## src/rtl/io_port_module.sv

```systemverilog
// rtl/io_port_module.sv - memory-mapped I/O port block with synchronized inputs, change flags and counter
module io_port_module #(
    parameter int SYNC_STAGES = 2
) (
    input  logic        clock,
    input  logic        resetn,
    input  logic [31:0] addr,
    input  logic [31:0] wdata,
    input  logic        we,
    input  logic        re,
    input  logic [31:0] in_port0,
    input  logic [31:0] in_port1,
    output logic [4:0]  out_port0,
    output logic [4:0]  out_port1,
    output logic [4:0]  out_port2,
    output logic [31:0] rdata,
    output logic        rvalid,
    output logic        irq
);

    localparam logic [2:0] ARM_EDGES = 3'(SYNC_STAGES + 1);

    logic [SYNC_STAGES-1:0][31:0] sync0_q;
    logic [SYNC_STAGES-1:0][31:0] sync1_q;
    logic [31:0] in_sync0;
    logic [31:0] in_sync1;
    logic [31:0] prev0;
    logic [31:0] prev1;
    logic [2:0]  arm_cnt;
    logic        armed;
    logic        chg0;
    logic        chg1;
    logic [15:0] cnt0;
    logic        ev0;
    logic        ev1;

    logic        wr_p0;
    logic        wr_p1;
    logic        wr_p2;
    logic        wr_clr;
    logic        clr_chg0;
    logic        clr_chg1;
    logic        clr_cnt0;
    logic [31:0] rd_mux;
    logic        unused_bits;

    assign in_sync0 = sync0_q[SYNC_STAGES-1];
    assign in_sync1 = sync1_q[SYNC_STAGES-1];

    // Arming holds off change detection until the synchronizer and previous-sample
    // registers have filled with real input values after reset.
    assign armed = (arm_cnt == ARM_EDGES);
    assign ev0   = armed && (in_sync0 != prev0);
    assign ev1   = armed && (in_sync1 != prev1);

    assign wr_p0  = we && (addr[7:2] == 6'h20);
    assign wr_p1  = we && (addr[7:2] == 6'h21);
    assign wr_p2  = we && (addr[7:2] == 6'h22);
    assign wr_clr = we && (addr[7:2] == 6'h23);

    assign clr_chg0 = wr_clr && wdata[0];
    assign clr_chg1 = wr_clr && wdata[1];
    assign clr_cnt0 = wr_clr && wdata[2];

    always_comb begin
        rd_mux = 32'd0;
        case (addr[7:2])
            6'h30:   rd_mux = in_sync0;
            6'h31:   rd_mux = in_sync1;
            6'h32:   rd_mux = {30'd0, chg1, chg0};
            6'h33:   rd_mux = {16'd0, cnt0};
            default: rd_mux = 32'd0;
        endcase
    end

    assign irq = chg0 | chg1;

    assign unused_bits = ^{addr[31:8], addr[1:0], wdata[31:5]};

    always_ff @(posedge clock or negedge resetn) begin
        if (!resetn) begin
            sync0_q   <= '0;
            sync1_q   <= '0;
            prev0     <= 32'd0;
            prev1     <= 32'd0;
            arm_cnt   <= 3'd0;
            chg0      <= 1'b0;
            chg1      <= 1'b0;
            cnt0      <= 16'd0;
            out_port0 <= 5'd0;
            out_port1 <= 5'd0;
            out_port2 <= 5'd0;
            rdata     <= 32'd0;
            rvalid    <= 1'b0;
        end else begin
            sync0_q <= {sync0_q[SYNC_STAGES-2:0], in_port0};
            sync1_q <= {sync1_q[SYNC_STAGES-2:0], in_port1};
            prev0   <= in_sync0;
            prev1   <= in_sync1;
            if (!armed) begin
                arm_cnt <= arm_cnt + 3'd1;
            end

            // A new change event outranks a same-cycle write-1-to-clear.
            chg0 <= ev0 | (chg0 & ~clr_chg0);
            chg1 <= ev1 | (chg1 & ~clr_chg1);

            if (ev0) begin
                cnt0 <= clr_cnt0 ? 16'd1 : cnt0 + 16'd1;
            end else if (clr_cnt0) begin
                cnt0 <= 16'd0;
            end

            if (wr_p0) begin
                out_port0 <= wdata[4:0];
            end
            if (wr_p1) begin
                out_port1 <= wdata[4:0];
            end
            if (wr_p2) begin
                out_port2 <= wdata[4:0];
            end

            rvalid <= re;
            if (re) begin
                rdata <= rd_mux;
            end
        end
    end

endmodule

```

## config.mk

```make
export PLATFORM = sky130hd
export DESIGN_NAME = io_port_module
export DESIGN_NICKNAME = d
export VERILOG_FILES = /design/src/rtl/io_port_module.sv
export SDC_FILE = /design/constraint.sdc
export NUM_CORES = 1
export LEC_CHECK = 0
export ABC_AREA = 0
export ABC_CLOCK_PERIOD_IN_PS = 1900
export CAP_MARGIN = 5
export CORE_MARGIN = 2
export CORE_UTILIZATION = 46
export DETAILED_ROUTE_END_ITERATION = 8
export GPL_TIMING_DRIVEN = 0
export MAX_ROUTING_LAYER = met4
export PLACE_DENSITY = 0.78
export SYNTH_ARGS = -nofsm -noshare
export SYNTH_HDL_FRONTEND = slang
export SYNTH_SLANG_ARGS = --single-unit
```

## constraint.sdc

```tcl
create_clock -name clock -period 1.9 [get_ports clock]
set_clock_uncertainty 0.15 [all_clocks]
set_input_delay 0.57 -clock clock [delete_from_list [all_inputs] [get_ports clock]]
set_output_delay 0.57 -clock clock [all_outputs]
set_load 0.01 [all_outputs]
```

======== Yosys cells after proc, flatten, opt, wreduce, memory -nomap -nowiden ========
Cells that the tools add are included.
cells by class
  muxes and demuxes ....................... 4
  eq/ne operators ......................... 11
  bitwise gates (word level) .............. 7
  add/sub/neg operators ................... 2
  reduce and logical (&&, ||, !) cells .... 10
operator list
  kind                                                                    number
  32-bit one-hot mux with 4 select lines                                  1
  32-bit != test                                                          2
  6-bit equality test (second input constant)                             8
  16-bit 2-to-1 mux                                                       3
  16-bit by 1-bit adder with 16-bit output (second input constant)        1
  1-bit logical AND                                                       9
  3-bit by 1-bit adder with 3-bit output (second input constant)          1
  3-bit by 2-bit equality test with 1-bit output (second input constant)  1
  1-bit OR                                                                3
  1-bit AND                                                               2
  1-bit NOT                                                               2
  2-bit nonzero test                                                      1
storage, ports and cells
  logic and storage cells ................. 49
  output and inout port bits .............. 49
  bits in registers ....................... 261

======== Depth between registers and ports, before layout ========
Gate-level depths: netlist of the first run.
  depth after elaboration ................. 6
  gate-level depth with buffers ........... 8

======== Least setup slack after synthesis of the first run ========
OpenSTA, ideal clock, no wires.
  kind .................................... input -> register
  from .................................... input port addr[5]
  to ...................................... register out_port0[0]
  path slack .............................. -0.208 ns
  data arrival time ....................... 1.833 ns
  required time ........................... 1.625 ns
  cell stages on the path ................. 5
  setup time .............................. 0.125 ns
  buffers on the path ..................... 1
  path through ............................ nor3b_1 -> and3b_1 -> clkbuf_1 -> nor3b_2 -> mux2_2
on the way
  cells in the longest elaborated chain, start to end .. 2
RTL lines
  element               line  source
  start, declared       7     input logic [31:0] addr,
  6-bit equality test   56    assign wr_p0 = we && (addr[7:2] == 6'h20);
  1-bit logical AND     56
  end signal, assigned  115   out_port0 <= wdata[4:0];
  end, declared         13    output logic [4:0] out_port0,
Every way passes these cells.
A chain may end at the register's enable or synchronous reset.

======== Worst setup path after layout of the first run ========
  from .................................... register sync0_q, in the netlist in_sync0[8]
  to ...................................... register cnt0[15]
on the way
  cells in the longest elaborated chain, start to end .. 3
  elaborated cells on any way between the ends .. 4
RTL lines
  element                                                  line  source
  start, declared                                          23    logic [SYNC_STAGES-1:0][31:0] sync0_q;
  start signal, assigned                                   96    sync0_q <= {sync0_q[SYNC_STAGES-2:0], in_port0};
  32-bit != test *                                         53    assign ev0 = armed && (in_sync0 != prev0);
  1-bit logical AND *                                      53
  16-bit 2-to-1 mux or 2-bit nonzero test (tied branches)  --
  end signal, assigned                                     109   cnt0 <= clr_cnt0 ? 16'd1 : cnt0 + 16'd1;
  end, declared                                            33    logic [15:0] cnt0;
Every way passes the cells marked *; elsewhere a longest branch is shown, timed or not.

==> results.py, run 1 <==
metrics = {
    "status": {
        "status": "finished with violations",
        "violations": "hold timing, setup timing",
    },
    "critical_path": {
        "arrival_ns": 2.42,
        "crit_type": "reg2reg",
        "required_ns": 2.19,
        "cp_max_fo": 6,
        "critPathCaptureType": "register",
        "critPathLaunchType": "register",
        "slowest_delay_ns": 0.50,
        "path_cells": "xnor2_2 > nand4_1 > nor4_4 > buf_6 > a2111oi_4 > or4b_4 > a21oi_2",
        "slowest_stage": "or4b_4",
    },
    "yosys": {
        "synth_warnings": 0,
        "ys_seq_elements": 261,
        "synth_top_area_cell": "dfrtp_1",
        "netlist_instances": 604,
        "synthTopCellsByCount": "261 x dfrtp_1, 40 x inv_1, 37 x xnor2_1, 33 x xor2_1, 32 x o22ai_1",
        "syn-num-nets": 739,
        "synthArstFlopShare": 1.00,
        "yosysSeqAreaShare": 0.733,
        "synthFlopType": "dfrtp_1",
        "synth-edff-count": 0,
        "synth_area_leaders": "dfrtp_1 73%, xnor2_1 3.6%, mux2i_1 3.5%, xor2_1 3.2%, o22ai_1 2.2%",
        "synth_top_area_frac": 0.733,
        "yosys.cell_count.top_type": "dfrtp_1",
        "syn_avg_cell_area_um2": 14.8,
        "synth_area_mm2": 0.00891,
        "synth_cell_type_count": 44,
    },
    "timing": {
        "slew_headroom": 0.443,
        "setup_viol": 17,
        "hold_violations": 50,
        "hold_ws_ns": -0.0761,
        "drv_slew": 0,
        "fmax_mhz": 467,
        "worst_pin_slew_ns": 0.836,
        "period_share": 1.13,
        "grt_setup_unrepaired": "yes",
        "layout_setup_ws_ns": -0.239,
        "min_period_ns": 2.14,
    },
    "cts": {
        "clock_path_buffers": 3,
        "cts.sinks": 261,
        "cts_buffers": 25,
        "cts_htree_levels": 1,
        "insertion_delay_ns": 0.52,
        "cts_tree": "built",
        "cts-root-buf": "clkbuf_16",
        "path_clk_slew_ns": 0.06,
    },
    "floorplan": {
        "io_pins": 181,
        "die_w_um": 143,
        "core_mm2": 0.0188,
        "dieArea_mm2": 0.0205,
        "initial_core_util": 0.473,
        "row_count": 50,
        "die_h_um": 143,
    },
    "global_routing": {
        "overflow": 0,
        "antenna_found_initial": 0,
        "grt_usage": 0.194,
        "grt_pass1_vias": 5458,
        "grt_pass1_wl_um": 29600,
        "grt_max_degree": 134,
    },
    "power": {
        "power_mw": 12.8,
        "p_leak_nw": 5.27,
        "peakVddDrop_mv": 0.712,
        "powerDensity_mw_per_mm2": 1070,
    },
    "drt": {
        "via_per_inst": 4.86,
        "routed_wl_um": 18600,
        "drt_iter0_drc": 335,
        "final_antenna_net_count": 0,
        "drc": 0,
        "dr.pass1.iters": 4,
        "num_vias": 5217,
        "wl_per_cell_um": 17.3,
    },
    "placement": {
        "gp_congestion": 0.893,
        "place_area_mm2": 0.0106,
        "numPortBuffers": 126,
        "dpl.hpwl_um": 12000,
    },
    "finish": {
        "syn_to_final_growth_pct": 33.8,
        "nFillCells": 1386,
        "antennaDiodeCount": 0,
        "stdcell_area_mm2": 0.0119,
        "drive_gt1_frac": 0.193,
        "nets": 929,
    },
    "worst_hold_path": {
        "hold_path.class": "in2async",
    },
    "flow_run": {
        "max_cap_violations": 0,
    },
}
[flip-flops by register name (all words and copies together) (netlist names), 16 cells and up]
name,flops
prev1,32
in_sync0,32
sync0_q,32
in_sync1,32
cnt0,16
rdata,32
sync1_q,32
prev0,32
[path summary, 6_finish.rpt]
check | slack [ns] | cells past startpoint | to | startpoint
setup / recovery | -0.24 | 7 | cnt0[15]$_DFFE_PN0P_ | in_sync0[8]$_DFF_PN0_
min in group clock | 0.19 | 0 | in_sync0[21]$_DFF_PN0_ | sync0_q[21]$_DFF_PN0_
max in group asynchronous | 0.32 | 3 | in_sync0[2]$_DFF_PN0_ | resetn
setup reg to reg | -0.24 | 7 | cnt0[15]$_DFFE_PN0P_ | in_sync0[8]$_DFF_PN0_
hold / removal | -0.08 | 2 | prev0[29]$_DFF_PN0_ | resetn
hold reg to reg | 0.19 | 0 | in_sync0[21]$_DFF_PN0_ | sync0_q[21]$_DFF_PN0_
[report_power, final]
part	internal (mW)	switching, mW	total [mW]
clock	3.00	1.99	4.99
combinational	0.737	0.697	1.43
sequential	5.98	0.363	6.34
[layout make-up]
type                            instances  area (um2)  share of cell area
Buffer                                 17         110             0.00923
Clock buffer                           37         711              0.0596
Clock inverter                          9         129              0.0108
Inverter                               40         150              0.0126
Multi-Input combinational cell        285        2380               0.200
Sequential cell                       261        6530               0.548
Tap cell                              260         325              0.0273
Timing Repair Buffer                  164        1590               0.133
[layer usage]
layer / vias to the layer above / track usage / routed length (um)
li1: 2446 / - / -
met1: 2608 / 0.267 / 8130
met2: 145 / 0.302 / 9180
met3: 18 / 0.0342 / 1010
met4: 0 / 0.0505 / 264
met5: - / - / 0
[timing repair]
action                                  4_1_cts  5_1_grt
hold endpoints to repair                      1        0
resized for setup                           153       29
setup buffers                                24        8
endpoints found under the setup margin      109       47
hold buffers                                  4        0
gates cloned                                  1        0
pin swaps                                    33       23
[critical path, delay by kind of cell (launching register included)]
family	cells	cell delay (ns)
buffers and inverters	1	0.14
DFF	1	0.42
xor gates and xnor gates	1	0.17
and+or+nand+nor	3	0.72
AOI/OAI and AO/OA	2	0.47
[cells by family after synthesis]
group                      after synthesis  share of synthesized area
DFF                                    261                      0.733
xor gates and xnor gates                70                     0.0688
buffers and inverters                   59                     0.0261
and+or+nand+nor                         87                     0.0577
adders and majority gates                3                    0.00421
AOI/OAI and AO/OA                       75                     0.0504
muxes                                   49                     0.0601
[placed cells by master, fill, tap and decap left out, types with 23 or more instances in the layout]
cell type and instances:
inv_1 39, o22ai_1 32, clkbuf_16 25, xnor2_1 33, mux2i_1 31, buf_4 23
clkdlybuf4s50_1 73, dfrtp_1 260, xor2_1 33, clkdlybuf4s15_1 39
[per-stage QoR]
stage / worst slack [ns] / instances / setup TNS [ns] / utilization
after global routing: -0.272 / 1073 / -3.18 / 0.633
final: -0.239 / 1073 / -1.81 / 0.633
after floorplan: -0.0595 / 604 / -0.661 / -
after global placement: -10.40 / 990 / -2758.14 / 0.560
after CTS: -0.164 / 1066 / -1.37 / 0.630
after detailed placement: -1.36 / 992 / -49.65 / 0.563
Note: power is estimated with default switching activity, not from simulation.
==> run 2: changes to the inputs <==
Settings changed: ABC_CLOCK_PERIOD_IN_PS 1900 to 2100, CAP_MARGIN 5 to 20, CORE_UTILIZATION 46 to 51, PLACE_DENSITY 0.78 to 0.81.
Clock period 1.9 ns to 2.1 ns, I/O delays scaled along.
==> results.py, run 2 (synthesis results as in run 1) <==
metrics = {
    "timing": {
        "setup_viol": 3,
        "grt_setup_unrepaired": "yes",
        "fin_tns_setup_ns": -0.129,
        "fmax_mhz": 455,
        "hold_violations": 0,
        "min_period_ns": 2.20,
        "drv_slew": 0,
        "period_share": 1.05,
        "slew_headroom": 0.427,
        "hold_ws_ns": 0.194,
        "layout_setup_ws_ns": -0.0978,
        "worst_pin_slew_ns": 0.859,
    },
    "drt": {
        "dr.pass1.iters": 4,
        "drc": 0,
        "via_per_inst": 5.11,
        "wl_per_cell_um": 18.3,
        "routed_wl_um": 18700,
        "num_vias": 5221,
        "final_antenna_net_count": 0,
        "drt_iter0_drc": 331,
    },
    "global_routing": {
        "grt_pass1_wl_um": 30000,
        "grt_usage": 0.220,
        "grt_pass1_vias": 5525,
        "antenna_found_initial": 0,
        "overflow": 0,
        "grt_max_degree": 120,
    },
    "critical_path": {
        "slowest_delay_ns": 0.49,
        "path_cells": "xnor2_1 > nand4_1 > nor4_4 > buf_6 > buf_4 > a2111oi_4 > or4b_4 > a21oi_2",
        "path_buf_inv": 2,
        "crit_type": "reg2reg",
        "slowest_stage": "or4b_4",
        "cp_max_fo": 7,
        "critPathLaunchType": "register",
        "required_ns": 2.39,
        "critPathCaptureType": "register",
        "critical-path-top-delay-family": "simple AND/OR/NAND/NOR gates",
        "arrival_ns": 2.49,
    },
    "finish": {
        "final_common_cell": "dfrtp_1",
        "layout_common_cells": "261 x dfrtp_1, 76 x clkdlybuf4s50_1, 48 x dlygate4sd2_1, 40 x inv_1, 33 x xor2_1",
        "nets": 915,
        "syn_to_final_growth_pct": 30.5,
        "nFillCells": 1168,
        "stdcell_area_mm2": 0.0116,
        "antennaDiodeCount": 0,
        "drive_gt1_frac": 0.152,
        "finalNonFillerCells": 1021,
    },
    "placement": {
        "numPortBuffers": 126,
        "dpl.hpwl_um": 12700,
        "place_area_mm2": 0.0105,
        "gp_congestion": 0.883,
        "dp.cells": 957,
    },
    "floorplan": {
        "die_w_um": 136,
        "dieArea_mm2": 0.0186,
        "row_count": 48,
        "core_mm2": 0.0172,
        "die_h_um": 136,
        "initial_core_util": 0.519,
        "io_pins": 181,
    },
    "worst_hold_path": {
        "hold_path.class": "reg2reg",
    },
    "power": {
        "power_mw": 11.4,
        "p_leak_nw": 5.33,
        "powerDensity_mw_per_mm2": 978,
        "peakVddDrop_mv": 0.619,
    },
    "cts": {
        "cts.sinks": 261,
        "cts_htree_levels": 1,
        "clock_path_buffers": 3,
        "cts_tree": "built",
        "path_clk_slew_ns": 0.07,
        "cts_buffers": 24,
        "cts-root-buf": "clkbuf_16",
        "insertion_delay_ns": 0.51,
    },
    "flow_run": {
        "max_cap_violations": 0,
    },
    "status": {
        "violations": "setup timing",
        "status": "finished with violations",
    },
}
run 2: path summary, 6_finish.rpt:
kind | to | slack (ns) | startpoint | depth (start not counted)
max in group asynchronous | sync0_q[12]$_DFF_PN0_ | 0.47 | resetn | 3
worst min-delay path | in_sync1[13]$_DFF_PN0_ | 0.19 | sync1_q[13]$_DFF_PN0_ | 0
worst max register to register | cnt0[15]$_DFFE_PN0P_ | -0.1 | in_sync0[15]$_DFF_PN0_ | 8
worst min register to register | in_sync1[13]$_DFF_PN0_ | 0.19 | sync1_q[13]$_DFF_PN0_ | 0
min in group asynchronous | rdata[14]$_DFFE_PN0P_ | 0.46 | resetn | 2
worst max-delay path | cnt0[15]$_DFFE_PN0P_ | -0.1 | in_sync0[15]$_DFF_PN0_ | 8
run 2: what timing repair did:
| item | CTS | global route |
|---|---|---|
| buffers inserted | 22 | 4 |
| gates resized for setup | 76 | 17 |
| setup endpoints to repair | 104 | 38 |
| hold buffers | 1 | 0 |
| hold endpoints to repair | 44 | 0 |
| pin swaps | 11 | 8 |
run 2: power breakdown:
group          internal, mW  switching (mW)  total [mW]
combinational         0.584           0.577        1.16
sequential             5.41           0.325        5.73
clock                  2.70            1.78        4.48
run 2: per-stage QoR:
| step | setup WS (ns) | util |
|---|---|---|
| 5_1_grt | -0.141 | 0.677 |
| 3_3_place_gp | -9.95 | 0.609 |
| 4_1_cts | -0.0581 | 0.672 |
| 3_5_place_dp | -1.27 | 0.613 |
| 6_report | -0.0978 | 0.677 |
| 2_1_floorplan | 0.0193 | - |
run 2: final cells by class:
| type | count | area (um2) | share of cell area |
|---|---|---|---|
| inverters | 40 | 150 | 0.0129 |
| flip-flops and latches | 261 | 6530 | 0.561 |
| clock inverters | 6 | 83.8 | 0.00721 |
| clock buffers | 36 | 747 | 0.0642 |
| well taps | 225 | 282 | 0.0242 |
| plain buffers | 17 | 95.1 | 0.00817 |
| multi-input cells | 284 | 2290 | 0.197 |
| repair buffers | 152 | 1450 | 0.125 |
run 2: routing by layer:
layer	vias up	track usage	share of wire
li1	2408	-	-
met1	2619	0.304	0.43
met5	-	-	0
met3	39	0.0306	0.044
met4	0	0.0764	0.025
met2	155	0.341	0.50
==> run 3: changes to the inputs <==
Settings changed: PLACE_DENSITY 0.81 to 0.79.
==> results.py, run 3 (synthesis results as in run 1) <==
metrics = {
    "critical_path": {
        "reg2reg_depth": 8,
        "crit_path_start": "in_sync0[20]$_DFF_PN0_",
        "cp_max_fo": 6,
        "crit_type": "reg2reg",
        "critPathLaunchType": "register",
        "arrival_ns": 2.47,
        "r2r-end": "cnt0[15]$_DFFE_PN0P_",
        "required_ns": 2.38,
        "reg2reg_from": "in_sync0[20]$_DFF_PN0_",
        "critPathCaptureType": "register",
        "crit_end": "cnt0[15]$_DFFE_PN0P_",
        "reg2reg_slack_ns": -0.09,
    },
    "finish": {
        "syn_to_final_growth_pct": 30.6,
        "stdcell_area_mm2": 0.0116,
        "nets": 916,
        "finalNonFillerCells": 1023,
        "antennaDiodeCount": 0,
        "drive_gt1_frac": 0.152,
        "post-route-util": 0.678,
        "nFillCells": 1200,
        "final_common_cell": "dfrtp_1",
        "layout_common_cells": "261 x dfrtp_1, 73 x clkdlybuf4s50_1, 49 x dlygate4sd2_1, 40 x inv_1",
    },
    "timing": {
        "hold_violations": 0,
        "period_share": 1.04,
        "grt_setup_unrepaired": "yes",
        "fmax_mhz": 458,
        "layout_setup_ws_ns": -0.0855,
        "worst_pin_slew_ns": 0.645,
        "slew_headroom": 0.570,
        "setup_viol": 1,
        "min_period_ns": 2.19,
        "drv_slew": 0,
    },
    "drt": {
        "drt-met1-wl_um": 8110,
        "via_per_inst": 5.13,
        "maxUsedRoutingLayer": "met4",
        "routed_wl_um": 18700,
        "final_antenna_net_count": 0,
        "num_vias": 5247,
        "dr.pass1.iters": 4,
        "wl_per_cell_um": 18.3,
        "wl_met3_um": 915,
        "drt_iter0_drc": 284,
        "drc": 0,
        "met2_length_um": 9080,
    },
    "global_routing": {
        "grt_usage": 0.219,
        "overflow": 0,
        "grt_pass1_vias": 5576,
        "grt_pass1_wl_um": 30100,
        "antenna_found_initial": 0,
        "grt_max_degree": 93,
    },
    "power": {
        "intPower_mw": 8.55,
        "peakVddDrop_mv": 0.772,
        "p_leak_nw": 5.34,
        "power_mw": 11.3,
        "power_frac_comb": 0.106,
        "seqPwrFrac": 0.508,
        "pwr-share-clk": 0.386,
        "powerDensity_mw_per_mm2": 969,
        "swShare": 0.242,
        "power_switching_mw": 2.73,
    },
    "floorplan": {
        "io_pins": 181,
        "core_mm2": 0.0172,
        "initial_core_util": 0.519,
        "dieArea_mm2": 0.0186,
        "die_h_um": 136,
        "row_count": 48,
        "die_w_um": 136,
    },
    "placement": {
        "place_area_mm2": 0.0105,
        "dpl.hpwl_um": 12600,
        "dp.cells": 957,
        "numPortBuffers": 126,
        "gp_congestion": 0.874,
    },
    "worst_hold_path": {
        "hp-start": "sync0_q[5]$_DFF_PN0_",
        "hold_depth": 0,
        "hold_path.class": "reg2reg",
    },
    "cts": {
        "path_clk_slew_ns": 0.06,
        "cts.sinks": 261,
        "cts_htree_levels": 1,
        "cts-root-buf": "clkbuf_16",
        "insertion_delay_ns": 0.50,
        "cts_buffers": 25,
        "cts_tree": "built",
        "clock_path_buffers": 3,
    },
    "status": {
        "violations": "setup timing",
        "status": "finished with violations",
    },
    "flow_run": {
        "max_cap_violations": 0,
    },
}
## run 3: changes by cell type in the layout (fill, tap and decap cells not counted), moves of 2 or more
cell             before  now
clkinv_4              0    2
buf_6                 5   10
clkbuf_1              9   11
xnor2_2               6    4
clkdlybuf4s50_1      76   73
buf_4                23   15
clkbuf_2              5    3
a21oi_1              23   21
a21oi_2               1    3
xnor2_1              31   33
clkbuf_8              8    4
dlymetal6s2s_1        0    2
clkbuf_4              0    2
clkinv_2              3    5
## run 3: per-layer routing
metal | vias to the layer above | global-route usage
li1 | 2413 | -
met1 | 2647 | 0.298
met2 | 140 | 0.336
met3 | 47 | 0.0347
met4 | 0 | 0.0856
met5 | - | -
## run 3: area by class of cell
class	count	area, um2	share of cell area
buffer	17	104	0.00892
clock buffer	33	686	0.0589
clock inverter	11	119	0.0102
inverter	40	150	0.0129
multi-input combinational	285	2300	0.198
sequential	261	6530	0.561
tap	225	282	0.0242
timing repair buffer	151	1470	0.126
## run 3: what timing repair did
action                                  in CTS  in global routing
resized for setup                           84                 22
endpoints found under the setup margin     101                 30
setup buffers                               22                  2
cloned                                       1                  0
pin swaps                                   16                  9
endpoints found under the hold margin       31                  0
hold buffers                                 1                  0
## run 3: per-stage QoR
step | hold WS (ns) | setup TNS, ns | setup slack [ns]
after floorplan | 0.181 | 0 | 0.0193
after global placement | 0.183 | -2636.88 | -9.96
after detailed placement | 0.185 | -44.73 | -1.32
after CTS | 0.196 | -0.0610 | -0.0498
after global routing | 0.202 | -0.544 | -0.159
final | 0.193 | -0.0855 | -0.0855
## run 3: how the worst min path moves through the flow
stage / end / slack (ns)
final: in_sync0[5]$_DFF_PN0_ / 0.19
after global routing: in_sync1[26]$_DFF_PN0_ / 0.20
after CTS: in_sync0[5]$_DFF_PN0_ / 0.20
after detailed placement: in_sync0[29]$_DFF_PN0_ / 0.18
after global placement: in_sync0[26]$_DFF_PN0_ / 0.18
after floorplan: arm_cnt[0]$_DFFE_PN0N_ / 0.18
## run 3: worst max-delay path, stage by stage, from the launching register on
cell and delay [ns]:
dfrtp_1 0.39, xnor2_1 0.14, nand4_1 0.20, nor4_4 0.06, buf_6 0.14, buf_6 0.13
a2111oi_4 0.32, or4b_1 0.46, a21oi_1 0.13
## run 3: power by group through the flow
stage	logic, mW	clock network (mW)	registers, mW
floorplan	0.567	0	5.76
global placement	1.07	0	5.81
detailed placement	1.11	0	5.82
CTS	1.17	4.44	5.73
global route	1.32	4.67	5.78
finish	1.20	4.35	5.74
